===== src/rtl/multiplier_8b_pkg.sv =====
// Shared widths for the 8x8 array multiplier.
package multiplier_8b_pkg;
  localparam int OP_W   = 8;
  localparam int PROD_W = 16;
endpackage


===== src/rtl/multiplier_8b_fa_cell.sv =====
// 1-bit full adder cell; used as a half adder by tying cin_i low.
module mult_fa_cell (
  input  logic a_i,
  input  logic b_i,
  input  logic cin_i,
  output logic sum_o,
  output logic cout_o
);
  assign sum_o  = a_i ^ b_i ^ cin_i;
  assign cout_o = (a_i & b_i) | (cin_i & (a_i ^ b_i));
endmodule


===== src/rtl/multiplier_8b.sv =====
// Unsigned 8x8 array multiplier: AND partial products reduced by ripple adder rows,
// with a combinational product and a one-cycle registered copy plus valid.
module multiplier_8b
  import multiplier_8b_pkg::*;
(
  input  logic              clk,
  input  logic              rst,
  input  logic [OP_W-1:0]   a_in,
  input  logic [OP_W-1:0]   b_in,
  input  logic              in_valid,
  output logic [PROD_W-1:0] prod,
  output logic [PROD_W-1:0] prod_q,
  output logic              out_valid
);
  logic [OP_W-1:0][OP_W-1:0] pp;    // pp[i][j] = a[j] & b[i]
  logic [OP_W-1:0][OP_W-1:0] acc;   // running upper bits after row i
  logic [OP_W-1:1][OP_W-1:0] rsum;
  logic [OP_W-1:1][OP_W:0]   rcar;

  for (genvar i = 0; i < OP_W; i++) begin : g_pp_row
    for (genvar j = 0; j < OP_W; j++) begin : g_pp_col
      assign pp[i][j] = a_in[j] & b_in[i];
    end
  end

  // Row 0 needs no adder: its LSB is final, the rest seeds the accumulator.
  assign prod[0] = pp[0][0];
  assign acc[0]  = {1'b0, pp[0][OP_W-1:1]};

  for (genvar i = 1; i < OP_W; i++) begin : g_row
    assign rcar[i][0] = 1'b0;
    for (genvar j = 0; j < OP_W; j++) begin : g_cell
      mult_fa_cell u_fa (
        .a_i   (acc[i-1][j]),
        .b_i   (pp[i][j]),
        .cin_i (rcar[i][j]),
        .sum_o (rsum[i][j]),
        .cout_o(rcar[i][j+1])
      );
    end
    assign prod[i] = rsum[i][0];
    assign acc[i]  = {rcar[i][OP_W], rsum[i][OP_W-1:1]};
  end

  assign prod[PROD_W-1:OP_W] = acc[OP_W-1];

  logic [PROD_W-1:0] prod_d;
  logic              out_valid_d;

  always_comb begin
    prod_d      = prod_q;
    out_valid_d = 1'b0;
    if (in_valid) begin
      prod_d      = prod;
      out_valid_d = 1'b1;
    end
  end

  always_ff @(posedge clk) begin
    if (rst) begin
      prod_q    <= '0;
      out_valid <= 1'b0;
    end else begin
      prod_q    <= prod_d;
      out_valid <= out_valid_d;
    end
  end
endmodule


===== config.mk =====
export PLATFORM = sky130hd
export DESIGN_NAME = multiplier_8b
export DESIGN_NICKNAME = d
export VERILOG_FILES = /design/src/rtl/multiplier_8b_pkg.sv /design/src/rtl/multiplier_8b_fa_cell.sv /design/src/rtl/multiplier_8b.sv
export SDC_FILE = /design/constraint.sdc
export NUM_CORES = 1
export LEC_CHECK = 0
export ABC_AREA = 1
export CORE_UTILIZATION = 56
export CTS_BUF_LIST = sky130_fd_sc_hd__clkbuf_16
export CTS_CLUSTER_SIZE = 14
export DETAILED_ROUTE_END_ITERATION = 10
export GPL_TIMING_DRIVEN = 0
export PLACE_DENSITY = 0.87
export RECOVER_POWER = 25
export SLEW_MARGIN = 5
export SYNTH_ARGS = -nofsm -noshare
export SYNTH_HDL_FRONTEND = slang
export SYNTH_SLANG_ARGS = --single-unit

===== constraint.sdc =====
create_clock -name clk -period 40.6 [get_ports clk]
set_input_delay 8.12 -clock clk [delete_from_list [all_inputs] [get_ports clk]]
set_output_delay 8.12 -clock clk [all_outputs]
set_load 0.1 [all_outputs]

==> flow_metrics.env, run 1 <==
export IMPL_via_per_inst=4.609
export IMPL_grt_pass1_vias=1926
export IMPL_hold_viol=0
export IMPL_fp_dieH_um=67.17
export IMPL_place_congestion=0.7537
export IMPL_holdCritStartpoint="prod_q[14]$_SDFFE_PP0P_"
export IMPL_arrival_ns=19.00
export IMPL_cts_max_level=1
export IMPL_hold_path_depth=2
export IMPL_antennaDiodeCount=0
export IMPL_r2r_end="prod_q[1]$_SDFFE_PP0P_"
export IMPL_ys_warn_count=0
export IMPL_antenna_found_initial=0
export IMPL_ctsLongestPathBuffers=2
export IMPL_post_cts_setup_buffers=0
export IMPL_area_delta_synth_final_pct=20.25
export IMPL_crit_type="in -> out"
export IMPL_cts_tree="built"
export IMPL_period_needed_ns=27.12
export IMPL_setup_viol=0
export IMPL_drtAntennaViolNets=0
export IMPL_avgSynthCellArea_um2=7.850
export IMPL_drc=0
export IMPL_core_um2=4029
export IMPL_hold_path_class="reg -> reg"
export IMPL_clock_sinks=17
export IMPL_worst_setup_path_end_kind="output port"
export IMPL_cts_clk_slew_worst_paths_ns=0.05
export IMPL_crit_fanout=9
export IMPL_r2r_slack_ns=39.97
export IMPL_finalNetCount=417
export IMPL_critPathSlowestCell="clkdlybuf4s50_1"
export IMPL_relSlewSlack=0.3325
export IMPL_drive_above_1_share=0.1114
export IMPL_hold_path_endpoint="prod_q[14]$_SDFFE_PP0P_"
export IMPL_first_pass_iters=4
export IMPL_status="completed"
export IMPL_r2r_start="prod_q[1]$_SDFFE_PP0P_"
export IMPL_grt_pass1_wl_um=7935
export IMPL_grt_start_max_net_pins=11
export IMPL_cts_buffers=3
export IMPL_fmaxAchievable_mhz=36.87
export IMPL_hold_buffers=0
export IMPL_yosysSeqAreaShare=0.1431
export IMPL_slew_viol_final=0
export IMPL_grt_setup_unrepaired="no"
export IMPL_port_buffers=34
export IMPL_min_period_over_period=0.6680
export IMPL_synth_seq_cells=17
export IMPL_track_usage=0.2385
export IMPL_max_cap_violations=0
export IMPL_dp_hpwl_um=3611
export IMPL_wire_per_inst_um=11.12
export IMPL_clock_latency_ns=0.25
export IMPL_drtIter0Drc=66
export IMPL_fin_setup_tns_ns=0
export IMPL_grt_ovfl_total=0
export IMPL_worst_pin_slew_ns=0.9982
export IMPL_worstRegToRegCells=2
export IMPL_cpMostUsedCell="fa_1"
export IMPL_top_level_ports=52
export IMPL_cts_resized=0
export IMPL_vias=1802
export IMPL_required_ns=32.48
export IMPL_syn_nets=378
export IMPL_max_stage_delay_ns=1.12
export IMPL_fin_skew_ns=0
export IMPL_finalWirelength_um=4346
export IMPL_dieArea_um2=4512
export IMPL_rows=23
export IMPL_synth_area_um2=2379
export IMPL_yosysUniqueCellTypes=14
export IMPL_clockRootBuffer="clkbuf_16"
export IMPL_synthesis_instances=303
export IMPL_cp_start_kind="input port"
export IMPL_start_util=0.5904
export IMPL_die_x_um=67.17
cell type report:
cell class | count | area (um2)
clock buffers | 3 | 75.07
multi-input cells | 176 | 1524
plain buffers | 35 | 231.5
clock inverters | 1 | 5.005
flip-flops and latches | 17 | 340.3
inverters | 75 | 281.5
fillers | 322 | 1169
well taps | 50 | 62.56
repair buffers | 34 | 340.3
metrics by stage:
step                instances  instance area, um2  hold WS [ns]  setup slack, ns  utilization
floorplan                 303                2379        0.9094            14.94            -
global placement          387                2781        0.4631            13.83       0.6904
detailed placement        387                2781        0.4697            13.56       0.6904
CTS                       391                2861        0.4790            13.56       0.7102
global route              391                2860        0.5079            13.03       0.7099
finish                    391                2860        0.4704            13.48       0.7099
cells by family (layout without fill, tap and decap cells):
family | count (synthesis) | after routing | share of synthesized area
simple gates | 110 | 110 | 0.1736
buf+inv | 110 | 148 | 0.2162
fa+ha+maj | 56 | 56 | 0.4461
flops | 17 | 17 | 0.1431
compound gates | 10 | 10 | 0.02104
registers in the layout, summed over array words and instances (netlist names):
register	flops
prod_q	16
out_valid	1
placed cells by master, fill, tap and decap left out:
master	netlist	final
clkinv_2	0	1
a21oi_1	1	1
buf_6	3	3
dfxtp_1	17	17
ha_1	8	8
inv_2	2	1
clkbuf_16	0	3
inv_1	73	74
buf_4	16	16
nor2_1	31	31
dlygate4sd3_1	0	9
o21ai_0	4	4
nand2_1	79	79
buf_2	15	14
clkdlybuf4s50_1	0	25
clkbuf_1	1	2
fa_1	48	48
o21ai_1	5	5
how the worst max path moves through the flow:
stage	startpoint	to	slack, ns	cells past startpoint
after floorplan	a_in[0]	prod[14]	14.94	28
after global placement	a_in[0]	prod[14]	13.83	29
after detailed placement	b_in[0]	prod[14]	13.56	29
after CTS	b_in[0]	prod[14]	13.56	29
after global routing	a_in[0]	prod[14]	13.03	29
final	a_in[0]	prod[14]	13.48	29
cell usage after synthesis:
cell type / number / area [um2]
nor2_1: 31 / 116.4
nand2_1: 79 / 296.5
inv_1: 73 / 274.0
a21oi_1: 1 / 5.000
fa_1: 48 / 960.9
inv_2: 2 / 7.510
buf_2: 15 / 75.07
buf_4: 16 / 120.1
dfxtp_1: 17 / 340.3
ha_1: 8 / 100.1
clkbuf_1: 1 / 3.750
o21ai_0: 4 / 20.02
buf_6: 3 / 33.78
o21ai_1: 5 / 25.02
worst max-delay path: cells and delay by family:
kind,cells,cell delay (ns)
fa+ha+maj,20,8.98
buf+inv,8,1.80
simple gates,1,0.09
routing by layer:
| layer | global-route usage | vias up | routed length, um |
|---|---|---|---|
| met5 | 0 | - | 0 |
| li1 | - | 897 | - |
| met3 | 0.03716 | 21 | 139 |
| met1 | 0.2658 | 833 | 1734 |
| met2 | 0.4213 | 51 | 2228 |
| met4 | 0.1516 | 0 | 243 |
Power of run 1 is not shown: default switching activity piles up to over one toggle a cycle in this logic, so the estimate is an artifact.
==> run 2: changes to the inputs <==
CORE_UTILIZATION = 47   (was 56)
PLACE_DENSITY = 0.78   (was 0.87)
clock period = 22.3 ns   (was 40.6 ns; I/O delays follow)
==> run 2 against run 1 <==
Via count about the same. Cell count increased by 4.3%. Critical path depth unchanged. Critical path type unchanged. Highest routed layer unchanged.
==> flow_metrics.env, run 2 (synthesized netlist as in run 1, its figures left out) <==
export IMPL_antennaDiodeCount=0
export IMPL_n_fill_cell=425
export IMPL_start_util=0.4970
export IMPL_wire_per_inst_um=9.480
export IMPL_worst_setup_path_end_kind="output port"
export IMPL_clockRootBuffer="clkbuf_16"
export IMPL_fp_dieH_um=73.14
export IMPL_drc=0
export IMPL_port_buffers=34
export IMPL_fmaxAchievable_mhz=50.73
export IMPL_drtAntennaViolNets=0
export IMPL_cts_max_level=1
export IMPL_max_stage_delay_ns=1.11
export IMPL_place_congestion=0.7527
export IMPL_crit_fanout=9
export IMPL_grt_pass1_wl_um=7272
export IMPL_status="completed"
export IMPL_antenna_found_initial=0
export IMPL_top_level_ports=52
export IMPL_finalWirelength_um=3868
export IMPL_grt_setup_unrepaired="no"
export IMPL_cts_clk_slew_worst_paths_ns=0.05
export IMPL_required_ns=17.84
export IMPL_vias=1801
export IMPL_worst_pin_slew_ns=0.9879
export IMPL_final_area_um2=2882
export IMPL_grt_start_max_net_pins=11
export IMPL_setup_viol=0
export IMPL_fin_skew_ns=0
export IMPL_cts_buffers=3
export IMPL_drive_above_1_share=0.1114
export IMPL_dieArea_um2=5349
export IMPL_drtIter0Drc=69
export IMPL_regMostFlops="prod_q"
export IMPL_ctsLongestPathBuffers=2
export IMPL_reg_top3="prod_q (16), out_valid (1)"
export IMPL_track_usage=0.1723
export IMPL_place_ws_ns=2.658
export IMPL_fin_setup_tns_ns=0
export IMPL_multiInputGateArea_um2=1524
export IMPL_finalNetCount=417
export IMPL_post_cts_setup_buffers=0
export IMPL_mostFrequentLayoutCells="nand2_1 (79), inv_1 (74), fa_1 (48)"
export IMPL_grt_ovfl_total=0
export IMPL_via_per_inst=4.414
export IMPL_seq_area_um2=340.3
export IMPL_period_needed_ns=19.71
export IMPL_min_period_over_period=0.8839
export IMPL_largest_reg_flops=16
export IMPL_cts_tree="built"
export IMPL_dp_hpwl_um=3483
export IMPL_clock_latency_ns=0.25
export IMPL_cts_resized=0
export IMPL_setup_ws_ns=2.588
export IMPL_area_delta_synth_final_pct=21.15
export IMPL_relSlewSlack=0.3393
export IMPL_arrival_ns=15.25
export IMPL_hold_viol=0
export IMPL_hold_path_class="reg -> reg"
export IMPL_max_cap_violations=0
export IMPL_first_pass_iters=4
export IMPL_rows=25
export IMPL_cp_start_kind="input port"
export IMPL_final_common_cell="nand2_1"
export IMPL_critPathSlowestCell="clkdlybuf4s50_1"
export IMPL_die_x_um=73.14
export IMPL_clock_sinks=17
export IMPL_finalCoreUtilization=0.6021
export IMPL_slew_viol_final=0
export IMPL_hold_buffers=0
export IMPL_cpMostUsedCell="fa_1"
export IMPL_dpl_cell_area_um2=2803
export IMPL_crit_type="in -> out"
export IMPL_core_um2=4786
export IMPL_grt_pass1_vias=1758
## run 2: layer usage
layer	wire length, um	global-route usage	vias up
li1	-	-	895
met1	1606	0.2050	858
met2	2051	0.3220	41
met3	137	0.02072	7
met4	73	0.05229	0
met5	0	0	-
## run 2: worst max-delay path: cells and delay by family
kind / cells / cell delay [ns]
adders and majority gates: 20 / 8.94
and+or+nand+nor: 1 / 0.08
buffers and inverters: 8 / 1.79
## run 2: final cells by class
type / count / area share
multi-input combinational: 176 / 0.5289
sequential: 17 / 0.1181
timing repair buffer: 34 / 0.1181
inverter: 75 / 0.09770
buffer: 35 / 0.08033
tap: 67 / 0.02909
clock buffer: 3 / 0.02605
clock inverter: 1 / 0.001737
## run 2: final timing paths
kind	start	to	slack, ns	depth (start not counted)
worst max-delay path	a_in[0]	prod[14]	2.59	29
worst min register to register	prod_q[8]$_SDFFE_PP0P_	prod_q[8]$_SDFFE_PP0P_	0.47	2
worst max register to register	prod_q[2]$_SDFFE_PP0P_	prod_q[2]$_SDFFE_PP0P_	21.67	2
worst min-delay path	prod_q[8]$_SDFFE_PP0P_	prod_q[8]$_SDFFE_PP0P_	0.47	2
## run 2: through the flow
step	instances	hold slack (ns)
after global placement	404	0.4632
final	408	0.4673
after detailed placement	404	0.4663
after CTS	408	0.4736
after global routing	408	0.4925
after floorplan	303	0.9094
Power of run 2 is left out for the same reason.
==> run 3: changes to the inputs <==
TNS_END_PERCENT = 50   (was default)
==> results of run 3 <==
Same layout as run 2: the final DEF is identical, and so are final timing and power.
Power of run 3 is left out for the same reason.
